$ cat src/rtl/fifo_sync_pkg.sv
// Shared defaults and width helpers for the synchronous programmable FIFO.
// Used by fifo_sync_prog and fifo_sync_ram (FIFO_SYNC_FWFT_EN mode select lives in the top).
package fifo_sync_pkg;

   localparam int DEF_DATA_WIDTH = 8;
   localparam int DEF_DEPTH      = 16;

   // Occupancy spans 0..depth inclusive, so it needs one more code than a pointer.
   function automatic int cnt_width(input int depth);
      return $clog2(depth + 1);
   endfunction

   function automatic int ptr_width(input int depth);
      return $clog2(depth);
   endfunction

endpackage

$ cat src/rtl/fifo_sync_ram.sv
// Storage array for fifo_sync_prog: one synchronous write port, one asynchronous read port.
// Contents are deliberately not reset; the owning FIFO tracks validity through its pointers.
module fifo_sync_ram
   import fifo_sync_pkg::*;
#(
   parameter int DATA_WIDTH = DEF_DATA_WIDTH,
   parameter int DEPTH      = DEF_DEPTH
) (
   input  logic                          clk,
   input  logic                          we,
   input  logic [ptr_width(DEPTH)-1:0]   waddr,
   input  logic [DATA_WIDTH-1:0]         wdata,
   input  logic [ptr_width(DEPTH)-1:0]   raddr,
   output logic [DATA_WIDTH-1:0]         rdata
);

   logic [DATA_WIDTH-1:0] mem_q [DEPTH];

   always_ff @(posedge clk) begin
      if (we) begin
         mem_q[waddr] <= wdata;
      end
   end

   assign rdata = mem_q[raddr];

endmodule

$ cat src/rtl/fifo_sync_prog.sv
// Synchronous FIFO with programmable almost-full/almost-empty thresholds and error pulses.
// Define FIFO_SYNC_FWFT_EN for first-word-fall-through dout; otherwise dout is registered.
module fifo_sync_prog
   import fifo_sync_pkg::*;
#(
   parameter int DATA_WIDTH = DEF_DATA_WIDTH,
   parameter int DEPTH      = DEF_DEPTH,
   parameter int AF_THRESH  = DEPTH - 2,
   parameter int AE_THRESH  = 2
) (
   input  logic                          clk,
   input  logic                          rst,
   input  logic                          wr_en,
   input  logic [DATA_WIDTH-1:0]         din,
   input  logic                          rd_en,
   output logic [DATA_WIDTH-1:0]         dout,
   output logic                          full,
   output logic                          empty,
   output logic                          almost_full,
   output logic                          almost_empty,
   output logic [cnt_width(DEPTH)-1:0]   count,
   output logic                          overflow,
   output logic                          underflow
);

   localparam int CW = cnt_width(DEPTH);
   localparam int PW = ptr_width(DEPTH);
   localparam logic [CW-1:0] FULL_C = CW'(DEPTH);
   localparam logic [CW-1:0] AF_C   = CW'(AF_THRESH);
   localparam logic [CW-1:0] AE_C   = CW'(AE_THRESH);

   logic [PW-1:0]         wr_ptr_q, wr_ptr_d;
   logic [PW-1:0]         rd_ptr_q, rd_ptr_d;
   logic [CW-1:0]         count_q, count_d;
   logic                  overflow_q, overflow_d;
   logic                  underflow_q, underflow_d;
   logic                  wr_ok, rd_ok;
   logic [DATA_WIDTH-1:0] ram_rdata;

   // Handshake: wr_en/rd_en are requests sampled on the rising edge. A read is accepted
   // only when the FIFO is non-empty at that edge; a write is accepted when not full or when
   // a read is accepted on the same edge. Rejected requests change no state and raise
   // overflow/underflow for the following cycle.
   always_comb begin
      rd_ok       = 1'b0;
      wr_ok       = 1'b0;
      wr_ptr_d    = wr_ptr_q;
      rd_ptr_d    = rd_ptr_q;
      count_d     = count_q;
      overflow_d  = 1'b0;
      underflow_d = 1'b0;

      rd_ok = rd_en && !empty;
      wr_ok = wr_en && (!full || rd_ok);

      if (wr_ok) begin
         wr_ptr_d = wr_ptr_q + PW'(1);
      end
      if (rd_ok) begin
         rd_ptr_d = rd_ptr_q + PW'(1);
      end

      if (wr_ok && !rd_ok) begin
         count_d = count_q + CW'(1);
      end else if (rd_ok && !wr_ok) begin
         count_d = count_q - CW'(1);
      end

      overflow_d  = wr_en && !wr_ok;
      underflow_d = rd_en && !rd_ok;
   end

   always_ff @(posedge clk or posedge rst) begin
      if (rst) begin
         wr_ptr_q    <= '0;
         rd_ptr_q    <= '0;
         count_q     <= '0;
         overflow_q  <= 1'b0;
         underflow_q <= 1'b0;
      end else begin
         wr_ptr_q    <= wr_ptr_d;
         rd_ptr_q    <= rd_ptr_d;
         count_q     <= count_d;
         overflow_q  <= overflow_d;
         underflow_q <= underflow_d;
      end
   end

   fifo_sync_ram #(
      .DATA_WIDTH (DATA_WIDTH),
      .DEPTH      (DEPTH)
   ) u_ram (
      .clk   (clk),
      .we    (wr_ok),
      .waddr (wr_ptr_q),
      .wdata (din),
      .raddr (rd_ptr_q),
      .rdata (ram_rdata)
   );

`ifdef FIFO_SYNC_FWFT_EN
   // Head entry shown directly; forced to zero while empty so reset clears it immediately.
   assign dout = empty ? '0 : ram_rdata;
`else
   logic [DATA_WIDTH-1:0] dout_q, dout_d;

   always_comb begin
      dout_d = dout_q;
      if (rd_ok) begin
         dout_d = ram_rdata;
      end
   end

   always_ff @(posedge clk or posedge rst) begin
      if (rst) begin
         dout_q <= '0;
      end else begin
         dout_q <= dout_d;
      end
   end

   assign dout = dout_q;
`endif

   assign count        = count_q;
   assign full         = (count_q == FULL_C);
   assign empty        = (count_q == '0);
   assign almost_full  = (count_q >= AF_C);
   assign almost_empty = (count_q <= AE_C);
   assign overflow     = overflow_q;
   assign underflow    = underflow_q;

endmodule

$ cat config.mk
export PLATFORM = sky130hd
export DESIGN_NAME = fifo_sync_prog
export DESIGN_NICKNAME = d
export VERILOG_FILES = /design/src/rtl/fifo_sync_pkg.sv /design/src/rtl/fifo_sync_ram.sv /design/src/rtl/fifo_sync_prog.sv
export SDC_FILE = /design/constraint.sdc
export NUM_CORES = 1
export LEC_CHECK = 0
export BUFFER_PORTS_ARGS = -buffer_cell sky130_fd_sc_hd__buf_2
export CAP_MARGIN = 20
export CORE_ASPECT_RATIO = 2
export CORE_MARGIN = 4
export CORE_UTILIZATION = 60
export DETAILED_ROUTE_END_ITERATION = 6
export PLACE_DENSITY = 0.78
export SLEW_MARGIN = 10
export SYNTH_ARGS = -nofsm -noshare
export SYNTH_HDL_FRONTEND = slang
export SYNTH_SLANG_ARGS = --single-unit
$ cat constraint.sdc
create_clock -name clk -period 4.2 [get_ports clk]
set_clock_uncertainty 0.2 [all_clocks]
set_input_delay 0.42 -clock clk [delete_from_list [all_inputs] [get_ports clk]]
set_output_delay 0.42 -clock clk [all_outputs]
set_load 0.03 [all_outputs]
Word-level counts from Yosys, hierarchy flattened
Memories as Yosys holds them, arrays and structs flattened. A register that Yosys moved wholly into a read port is not among the register bits.
Index checks and enable logic that the tools add are counted.
Cells by class
  add/subtract/negate cells: 4
  $lt $le $gt $ge: 2
  eq/ne operators: 1
  muxes and demuxes: 4
  reduce and logical (&&, ||, !) cells: 13
Operator list (count)
  5-bit 2-to-1 mux: 2
  4-bit by 1-bit adder with 4-bit output, second input constant: 2
  1-bit logical AND: 6
  5-bit by 1-bit adder with 5-bit output, second input constant: 1
  5-bit == test, second input constant: 1
  5-bit by 4-bit greater-or-equal comparator with 1-bit output, second input constant: 1
  5-bit by 2-bit less-or-equal comparator with 1-bit output, second input constant: 1
  5-bit zero test: 1
  5-bit by 1-bit subtractor with 5-bit output, second input constant: 1
  1-bit zero test: 4
  1-bit 2-to-1 mux: 2
  2-bit nonzero test: 1
  1-bit logical OR: 1
Word-level totals
  register bits after elaboration: 15
  memory bits (writable): 128
  input port bits: 12
  output and inout bits: 19
  logic and storage cells: 30
  memories kept: 1
Memories
  u_ram.mem_q: words 16, width 8, rd ports 1, clocked after memory_dff 1, wr ports 1, line fifo_sync_ram.sv:17  | logic [DATA_WIDTH-1:0] mem_q [DEPTH];

Logic depth before layout (Yosys ltp)
Gate-level depths: netlist of the first run.
  word-level depth: 9
  mapped depth: 11

Hierarchy
A second synthesis of the first run with hierarchy kept.
Unflattened totals
  cell total of the unflattened synthesis: 314
  area, all modules: 6112.1 µm²
By module, submodules not included
  fifo_sync_ram: times used 1, cells each 221, area an instance 4987.3 µm², sequential area each 3843.7 µm²
  fifo_sync_prog: times used 1, cells each 93, area an instance 1124.8 µm², sequential area each 575.6 µm²

Least setup slack after synthesis of the first run
Ideal clock, no wire load.
  path kind: register to register
  start: register count_q[0], in the netlist count[0]
  end: register count_q[4], in the netlist count[4]
  setup time: 0.137 ns
  data arrival time: 2.716 ns
  slack: 1.147 ns
  stages on the path, launching flop included: 11
  buffers on the path: 0
  clock period less this slack: 3.053 ns
  cells stage by stage: dfrtp_1 > or4_4 > o31ai_4 > inv_2 > ha_1 > inv_1 > ha_1 > a21o_1 > a21oi_1 > mux2i_1 > xnor2_1
Between the ends
  longest elaborated chain between the ends: 8
RTL lines
  from (decl): line fifo_sync_prog.sv:34  | logic [CW-1:0] count_q, count_d;
  from (signal assigned): line fifo_sync_prog.sv:83  | count_q <= count_d;
  5-bit zero test: line fifo_sync_prog.sv:127  | assign empty = (count_q == '0);
  1-bit zero test: line fifo_sync_prog.sv:53  | rd_ok = rd_en && !empty;
  1-bit logical AND: line fifo_sync_prog.sv:53
  1-bit logical OR *: line fifo_sync_prog.sv:54  | wr_ok = wr_en && (!full || rd_ok);
  1-bit logical AND *: line fifo_sync_prog.sv:54
  via u_ram.we: line fifo_sync_ram.sv:10  | input logic we,
  1-bit zero test: line fifo_sync_prog.sv:65  | end else if (rd_ok && !wr_ok) begin
  1-bit logical AND: line fifo_sync_prog.sv:65
  2-bit nonzero test (no source line)
The timed path passes the listed nets; every way through them passes the cells marked *. The select of a mux whose other input is x is not followed.
A chain may end at the register's enable or synchronous reset.

Final worst setup path of the first run
Same ends and word-level chain as after synthesis.

==> flow_results.org, run 1 <==
** Outcome
- Outcome :: finished, final reports clean

** Pwr
- Power per cell area :: between 700 and 800 nW/µm²
- The completed layout was analyzed and its total power is 5.00 mW.
- Summed over all cells, the static leakage comes to around 2.4 nW.
- Maximum vdd drop :: about 0.45 mV

** Global routing
- Fraction of met2 tracks used by global routing :: 38.9%
- Met3 GRT Util :: 5.63%
- Pin count of the biggest net entering global routing :: 35
- Busiest layer in global routing :: met2
- The first global-routing pass estimated 17,900 µm of wire.
- M1 GR Usage :: 24.1%
- In the global route stage, overall resource usage came out at a little over a fifth.
- Antenna violations before repair :: 0
- Residual overflow from global routing :: 0
- The via count of the first global-routing pass was 3,174.

** CTS
- After clock tree synthesis, the clock-pin slew on the worst setup and hold paths is 0.06 ns.
- CTS root buf :: clkbuf_16
- The longest clock path from root to sink contains 2 buffers.
- In this run the post-CTS setup repair buffer count came out at 0.
- The tree built by TritonCTS fans out to 151 sinks.
- Gates resized during post-CTS repair numbered 0.
- Clock latency on the worst-skew pair, taken at its later pin, is 0.42 ns.
- The clock tree synthesis step divided the H-tree into 4 levels.
- CTS tree :: built
- Inserted Clock Buffers :: 17

** Cells and area
- From synthesis to final layout, the design area changed by 14.4%.
- Commonest non-fill, non-tap cell in the layout :: edfxtp_1
- The top cell types in the final layout, fill and taps aside, are edfxtp_1, mux4_2, buf_2.
- Final Non-Filler Cells :: 500
- Post-Layout Inst Area :: around 7000 µm²
- Number of nets in the final layout :: 377
- Count of inserted antenna diode cells :: 0
- Proportion of layout cells with a drive suffix above 1 :: 30.4%

** Detailed routing
- Routed wire length per instance :: ~23 µm
- The detail route stage leaves a number of antenna-violating nets equal to 0.
- Vias per inst :: about 6.0
- Total routed wirelength :: 11,400 µm
- Before antenna repair, the detailed router went through 4 iterations.
- Count of unresolved DRC violations after routing :: 0
- Total number of vias :: 2,992
- The first routing iteration left approximately 270 violations.

** Die
- 31 I/O pins were placed.
- Measured along the x axis, the die boundary spans 79.2 µm.
- The die is 150 µm tall.
- Total die area :: 11,900 µm²
- After floorplanning, the core was sized to cover 9830 µm².
- Row Count :: 51
- Initial core utilization :: a little over 60%

** Logic synthesis
- Sequential elements use around 73% of the synthesized area.
- After synthesis, the largest family of logic cells by area is multiplexers.
- Count of yosys warnings during synthesis :: 0
- The portion of synthesized area spent on multiplexers is 13.9%.
- The netlist uses 36 different library cells.
- Simple logic cell fraction of the synthesized area :: 4.42%
- Of the total synthesized cell area, the portion taken by full adders, half adders and majority gates is 2.18%.
- In this run, synthesis produced a sequential element count of 151.
- When the netlist entered floorplanning its net count stood at 338.
- The synthesized netlist occupies a cell area of 6090 µm².
- The synthesized netlist devotes 3.95% of its cell area to compound gates.
- Synthesis handed over a netlist of between 300 and 400 instances.
- Post-synthesis average cell area :: about 19 µm²
- After Yosys synthesis, XOR and XNOR cells account for between 1 and 1.5% of the synthesized area.

** Place
- Summed over all nets, the half-perimeter wirelength after detailed placement is 7540 µm.
- In this run, placement finished with an instance count of about 470.
- The placed instances occupy a cell area of 6360 µm².
- At the end of routability-driven placement, the weighted congestion stood at 0.754.
- During placement, the flow inserted port buffers numbering 30.

** Setup path
- Most numerous cell on the critical path :: ha_1
- Launching point of the worst reg2reg path :: count[0]
- Arrival time reported for the critical path endpoint :: between 3 and 4 ns
- The critical path goes through or4_4 > o31ai_4 > inv_2 > ha_1 > inv_1 > ha_1 > a21o_1 > a21oi_1 > mux2i_1 > xnor2_1.
- The critical path in this run is classified as reg -> reg.
- For this design, the slowest cell found on the critical path is or4_4.
- RR Endpoint :: count[4]
- Startpoint Class :: flip-flop
- Across all register-to-register paths, the minimum setup slack is 1.09 ns.
- STA classifies the critical path endpoint as a flip-flop.
- Req. time, crit path :: 4.35 ns
- Largest stage delay on the critical path :: 0.61 ns
- In this run the worst path has a maximum fanout of 7.
- Worst reg2reg path depth :: 10

** Min path
- Type of the most critical hold path :: in -> reg
- Endpoint of the worst hold path :: overflow
- Hold Startpoint :: wr_en
- The worst hold path was traced through 2 stages.

** Timing
- The final number of max-transition violations came to 0.
- Final Hold Fails :: 0
- Across all hold checks on the routed design, the worst slack comes to 0.109 ns.
- Final setup violation count :: 0
- Period utilisation layout :: 74.0%
- Slew at the pin closest to its max-slew limit :: 0.998 ns
- The worst pin sits at a relative slew slack of 33.4%.
- For the finished layout, the period the worst path requires is 3.11 ns.
- Maximum clock rate :: 322 MHz
- Adding up every negative setup slack in the final design gives 0 ns.
- Unrepaired setup endpoints after global routing :: false

** Job
- Max-cap violations in this run came to 0.
how the worst max path moves through the flow:
stage             start  endpoint  cells after the start
5_1_grt        count[0]  count[4]                     11
4_1_cts        count[0]  count[4]                     10
2_1_floorplan  count[0]  count[4]                     10
3_5_place_dp   count[0]  count[4]                     10
3_3_place_gp   count[0]  count[4]                     10
6_report       count[0]  count[4]                     10
through the flow:
step	setup WS (ns)	util (%)
floorplan	1.15	-
global placement	1.14	64.7
global route	0.923	70.8
CTS	1.07	70.7
detailed placement	1.09	64.7
finish	1.09	70.8
report_power, final:
part / leakage [nW] / total [mW] / internal [mW] / switching [mW]
clock network: 0.274 / 1.47 / 0.879 / 0.595
logic: 0.706 / 1.39 / 0.669 / 0.723
registers: 1.43 / 2.13 / 1.86 / 0.267
total: 2.41 / 5.00 / 3.41 / 1.59
area by class of cell:
class	instances	area, µm²
clock buffer	19	433
fill	643	2870
timing repair buffer	35	198
tap	132	165
multi-input combinational	143	1570
clock inverter	13	145
inverter	7	26.3
sequential	151	4420
critical path: cells and delay by family (launching register included):
family | cells | cell delay [ns]
xor gates and xnor gates | 1 | 0.13
muxes | 1 | 0.24
and+or+nand+nor | 1 | 0.61
AOI/OAI and AO/OA | 3 | 0.61
buffers and inverters | 2 | 0.27
DFF | 1 | 0.47
adders and majority gates | 2 | 0.50
kinds of logic after synthesis:
| logic type | Yosys count |
|---|---|
| muxes | 43 |
| xor gates and xnor gates | 10 |
| buffers and inverters | 22 |
| DFF | 151 |
| adders and majority gates | 10 |
| AOI/OAI and AO/OA | 35 |
| and+or+nand+nor | 45 |
Yosys cell counts:
library cell    n  area, µm²
mux2_2         10        113
inv_2           1       3.75
mux4_2         32        721
dfrtp_1        23        576
nand4_1         2       12.5
ha_1            9        113
xor2_1          2       17.5
a21oi_1        10       50.1
nor2_1          4       15.0
mux2i_1         1       10.0
o31ai_4         1       21.3
and2_1         16        100
nor3b_1         2       15.0
nor2b_1         8       50.1
nand3_1         1       5.00
a211oi_1        8       60.1
and3_1          1       6.26
nor4_1          1       6.26
o211ai_2        1       12.5
inv_1           6       22.5
buf_4           1       7.51
a2111oi_0       1       8.76
o22ai_1         8       50.1
buf_2           6       30.0
nor3_1          1       5.00
o21ai_0         3       15.0
a21boi_0        1       7.51
a21o_1          2       15.0
clkbuf_1        8       30.0
nand2_1         6       22.5
and3_4          1       11.3
and3b_1         1       8.76
fa_1            1       20.0
xnor2_1         8       70.1
edfxtp_1      128       3840
or4_4           1       11.3
registers in the layout (all words and copies together) (netlist names):
register,cells
rd_ptr_q,4
u_ram.mem_q,128
count,5
dout,8
underflow,1
wr_ptr_q,4
overflow,1
metal layers:
layer	vias up	part of all wire, %
met3	25	4.3
met2	98	57
met5	-	0
li1	1339	-
met1	1530	37
met4	0	2.1
timing repair:
item | CTS | global route
hold buffers | 1 | 0
setup endpoints to repair | 0 | 0
endpoints found under the hold margin | 16 | 0
No activity file was read; power rests on OpenSTA's default activity.
==> inputs of run 2 (changes only) <==
==> constraint.sdc (replaced) <==
create_clock -name clk -period 3 [get_ports clk]
set_clock_uncertainty 0.2 [all_clocks]
set_input_delay 0.3 -clock clk [delete_from_list [all_inputs] [get_ports clk]]
set_output_delay 0.3 -clock clk [all_outputs]
set_load 0.03 [all_outputs]
==> flow_results.org, run 2 (same netlist as run 1, synthesis figures left out) <==
** Outcome
- Outcome :: finished, final reports clean

** Cells and area
- Number of nets in the final layout :: 385 (+2.1%)
- Relative to the synthesized area, the layout overhead comes to 15.5%.
- Commonest non-fill, non-tap cell in the layout :: edfxtp_1
- Count of inserted antenna diode cells :: 0 (unchanged)
- The ratio of cells with drive above 1 in the final layout is 32.4% (+2.0 points).
- Max FFs per register :: 128 (unchanged)
- Largest reg by FF count :: u_ram.mem_q
- Commonest cells after routing, fill and taps aside :: edfxtp_1, mux4_2, buf_2

** Timing
- The transition time at the pin with the least slew margin came to 0.950 ns (-0.0483 ns).
- Final setup violation count :: 0 (unchanged)
- Final Hold Fails :: 0 (unchanged)
- The post-route worst hold slack came to 0.0567 ns (-0.0524 ns).
- The sum of negative setup slack was 0 ns (unchanged).
- The max-slew headroom at the worst pin came to 36.7% (+3.2 points).
- Minimum clock period after layout :: 2.86 ns (-0.251 ns)
- Setup repair after global routing left no endpoint under its margin.
- Maximum clock rate :: 350 MHz (+8.8%)
- Count of final max-slew check failures :: 0 (unchanged)
- The part of the cycle the worst path needs is 95.3% (+21 points).

** Min path
- The tightest min-delay check is of the in -> reg type.

** Pwr
- The portion of total power attributed to combinational logic is 30.7% (+2.8 points).
- Power per cell area :: 1000 nW/µm² (+40%)
- The cell-internal power came to 4.80 mW (+41%).
- Static leakage power :: 2.44 nW (+1.5%)
- Net switching power :: 2.25 mW (+42%)
- The switching power as a share of total power came to 31.9% (+0.13 points).
- The relative contribution of sequential cells to total power was 40.5% (-2.1 points).
- Maximum vdd drop :: 0.535 mV (+19%)
- The clock network power share was 28.8% (-0.7 points).

** Detailed routing
- The DRC violation count after routing is 0 (unchanged).
- Remaining antenna violation count after routing :: 0 (unchanged)
- Total number of vias :: 3,039 (+1.6%)
- Vias per inst :: 5.98 (about the same)
- The detailed-router iteration count before antenna repair is 4 (unchanged).
- The wire length after detailed routing came to 11,900 µm (+4.0%).
- The starting DRC count in detailed routing was 258 (-5.8%).
- The wire length per cell is 23.4 µm (+2.4%).

** Setup path
- The critical path data required time was 3.14 ns (-1.21 ns).
- Critical path buffers and inverters :: 2 (unchanged)
- The arrival time of the worst setup path was 3.00 ns (-0.26 ns).
- Largest stage delay on the critical path :: 0.57 ns (-0.04 ns)
- Type of the worst setup path :: reg -> reg
- Grouping stages by cell kind, the critical path spends the most delay in compound AO/OA/AOI/OAI gates.
- The worst setup path is launched from a flip-flop.
- Peak fanout along the critical path :: 6 (-1)
- STA classifies the critical path endpoint as a flip-flop.
- Worst path cell trace :: or4_4 > o31ai_4 > inv_2 > ha_1 > inv_2 > ha_1 > a21o_1 > a21oi_1 > mux2i_1 > xnor2_1
- Slowest library cell on the worst path :: or4_4

** CTS
- Level count of the clock H-tree :: 4 (unchanged)
- The tree is rooted in a clkbuf_16.
- Clk sink count :: 151 (unchanged)
- The source-to-sink clock delay at the later pin of the worst-skew pair was 0.42 ns (about the same).
- CTS tree :: built
- The clock-pin slew reported for the worst setup and hold paths after clock tree synthesis came to 0.06 ns (about the same).
- The total CTS buffers came to 17 (unchanged).
- Bufs on Longest Clock Path :: 2 (unchanged)

** Global routing
- Pin count of the biggest net entering global routing :: 35 (unchanged)
- The initial antenna violation count came to 0 (unchanged).
- The wire length of the first global-routing pass came to 18,900 µm (+5.7%).
- The overflow left after global routing came to 0 (unchanged).
- Number of global-route vias before repair :: 3,367 (+6.1%)
- The global router's overall resource usage came to 22.6% (+1.0 points).

** Die
- The core area is 9830 µm² (unchanged).
- The total number of placement rows was 51 (unchanged).
- The floorplan die height was 150 µm (unchanged).
- The starting density of the core is 61.9% (unchanged).
- Horizontal die dimension :: 79.2 µm (unchanged)
- Number of top-level design ports :: 31 (unchanged)
- The area of the die came to 11,900 µm² (unchanged).

** Place
- Port Buf Inserts :: 30 (unchanged)
- The total half-perimeter wirelength after legalization and detailed placement was 7950 µm (+5.5%).
- The final RePlAce weighted congestion came to 0.716 (-5.1%).

** Job
- The number of violations of the max-capacitance limit is 0 (unchanged).
## run 2: cell types whose count changed in the layout (fill, tap and decap cells not counted), sizes merged
cell / delta
buf: +7
dlygate4sd3: +1
bufinv: -1
clkbuf: +1
## run 2: final cells by class
type	count	area (µm²)
Sequential cell	151	4420
Fill cell	631	2800
Timing Repair Buffer	43	265
Tap cell	132	165
Clock buffer	20	457
Inverter	7	26.3
Multi-Input combinational cell	143	1570
Clock inverter	12	120
## run 2: final timing paths
path / startpoint / endpoint / slack, ns / cells past startpoint
max in group asynchronous: rst / count[3] / 1.51 / 3
min in group asynchronous: rst / dout[5] / 0.44 / 3
hold reg to reg: wr_ptr_q[3] / wr_ptr_q[3] / 0.36 / 1
hold / removal: rd_en / underflow / 0.06 / 2
setup / recovery: count[3] / count[4] / 0.14 / 10
setup reg to reg: count[3] / count[4] / 0.14 / 10
## run 2: worst register-to-register path: stages (launching register included)
cell and delay, ns:
dfrtp_2 0.44, or4_4 0.57, o31ai_4 0.23, inv_2 0.06, ha_1 0.20, inv_2 0.10, ha_1 0.27, a21o_1 0.18
a21oi_1 0.17, mux2i_1 0.23, xnor2_1 0.13
## run 2: per-layer routing
layer  up-vias  share of wire [%]  track usage (%)
met5         -                  0                0
met4         0                2.6             9.47
met3        25                4.1             5.75
met2        96                 58             41.8
met1      1561                 35             24.0
li1       1357                  -                -
## run 2: through the flow
step           utilization, %  total power [mW]  cells  worst slack (ns)  cell area, µm²
6_report                 71.5              7.05    508             0.141            7030
5_1_grt                  71.5              7.41    508           0.00547            7030
4_1_cts                  71.5              7.11    507            0.0627            7020
3_5_place_dp             65.4              5.05    473            0.0762            6420
3_3_place_gp             65.4              4.96    473             0.131            6420
2_1_floorplan               -              4.42    316            0.0216            6090
## run 2: repair_timing
action                     CTS  global route
resized for setup            0             1
hold buffers                 2             0
buffers inserted             0             1
hold endpoints to repair    24             0
setup endpoints to repair    0             2
## run 2: power by group through the flow
stage          clock, mW  combinational, mW  sequential [mW]
2_1_floorplan          0               1.45             2.97
3_3_place_gp           0               2.08             2.88
3_5_place_dp           0               2.15             2.90
4_1_cts             2.06               2.19             2.86
5_1_grt             2.15               2.36             2.90
6_report            2.03               2.16             2.86
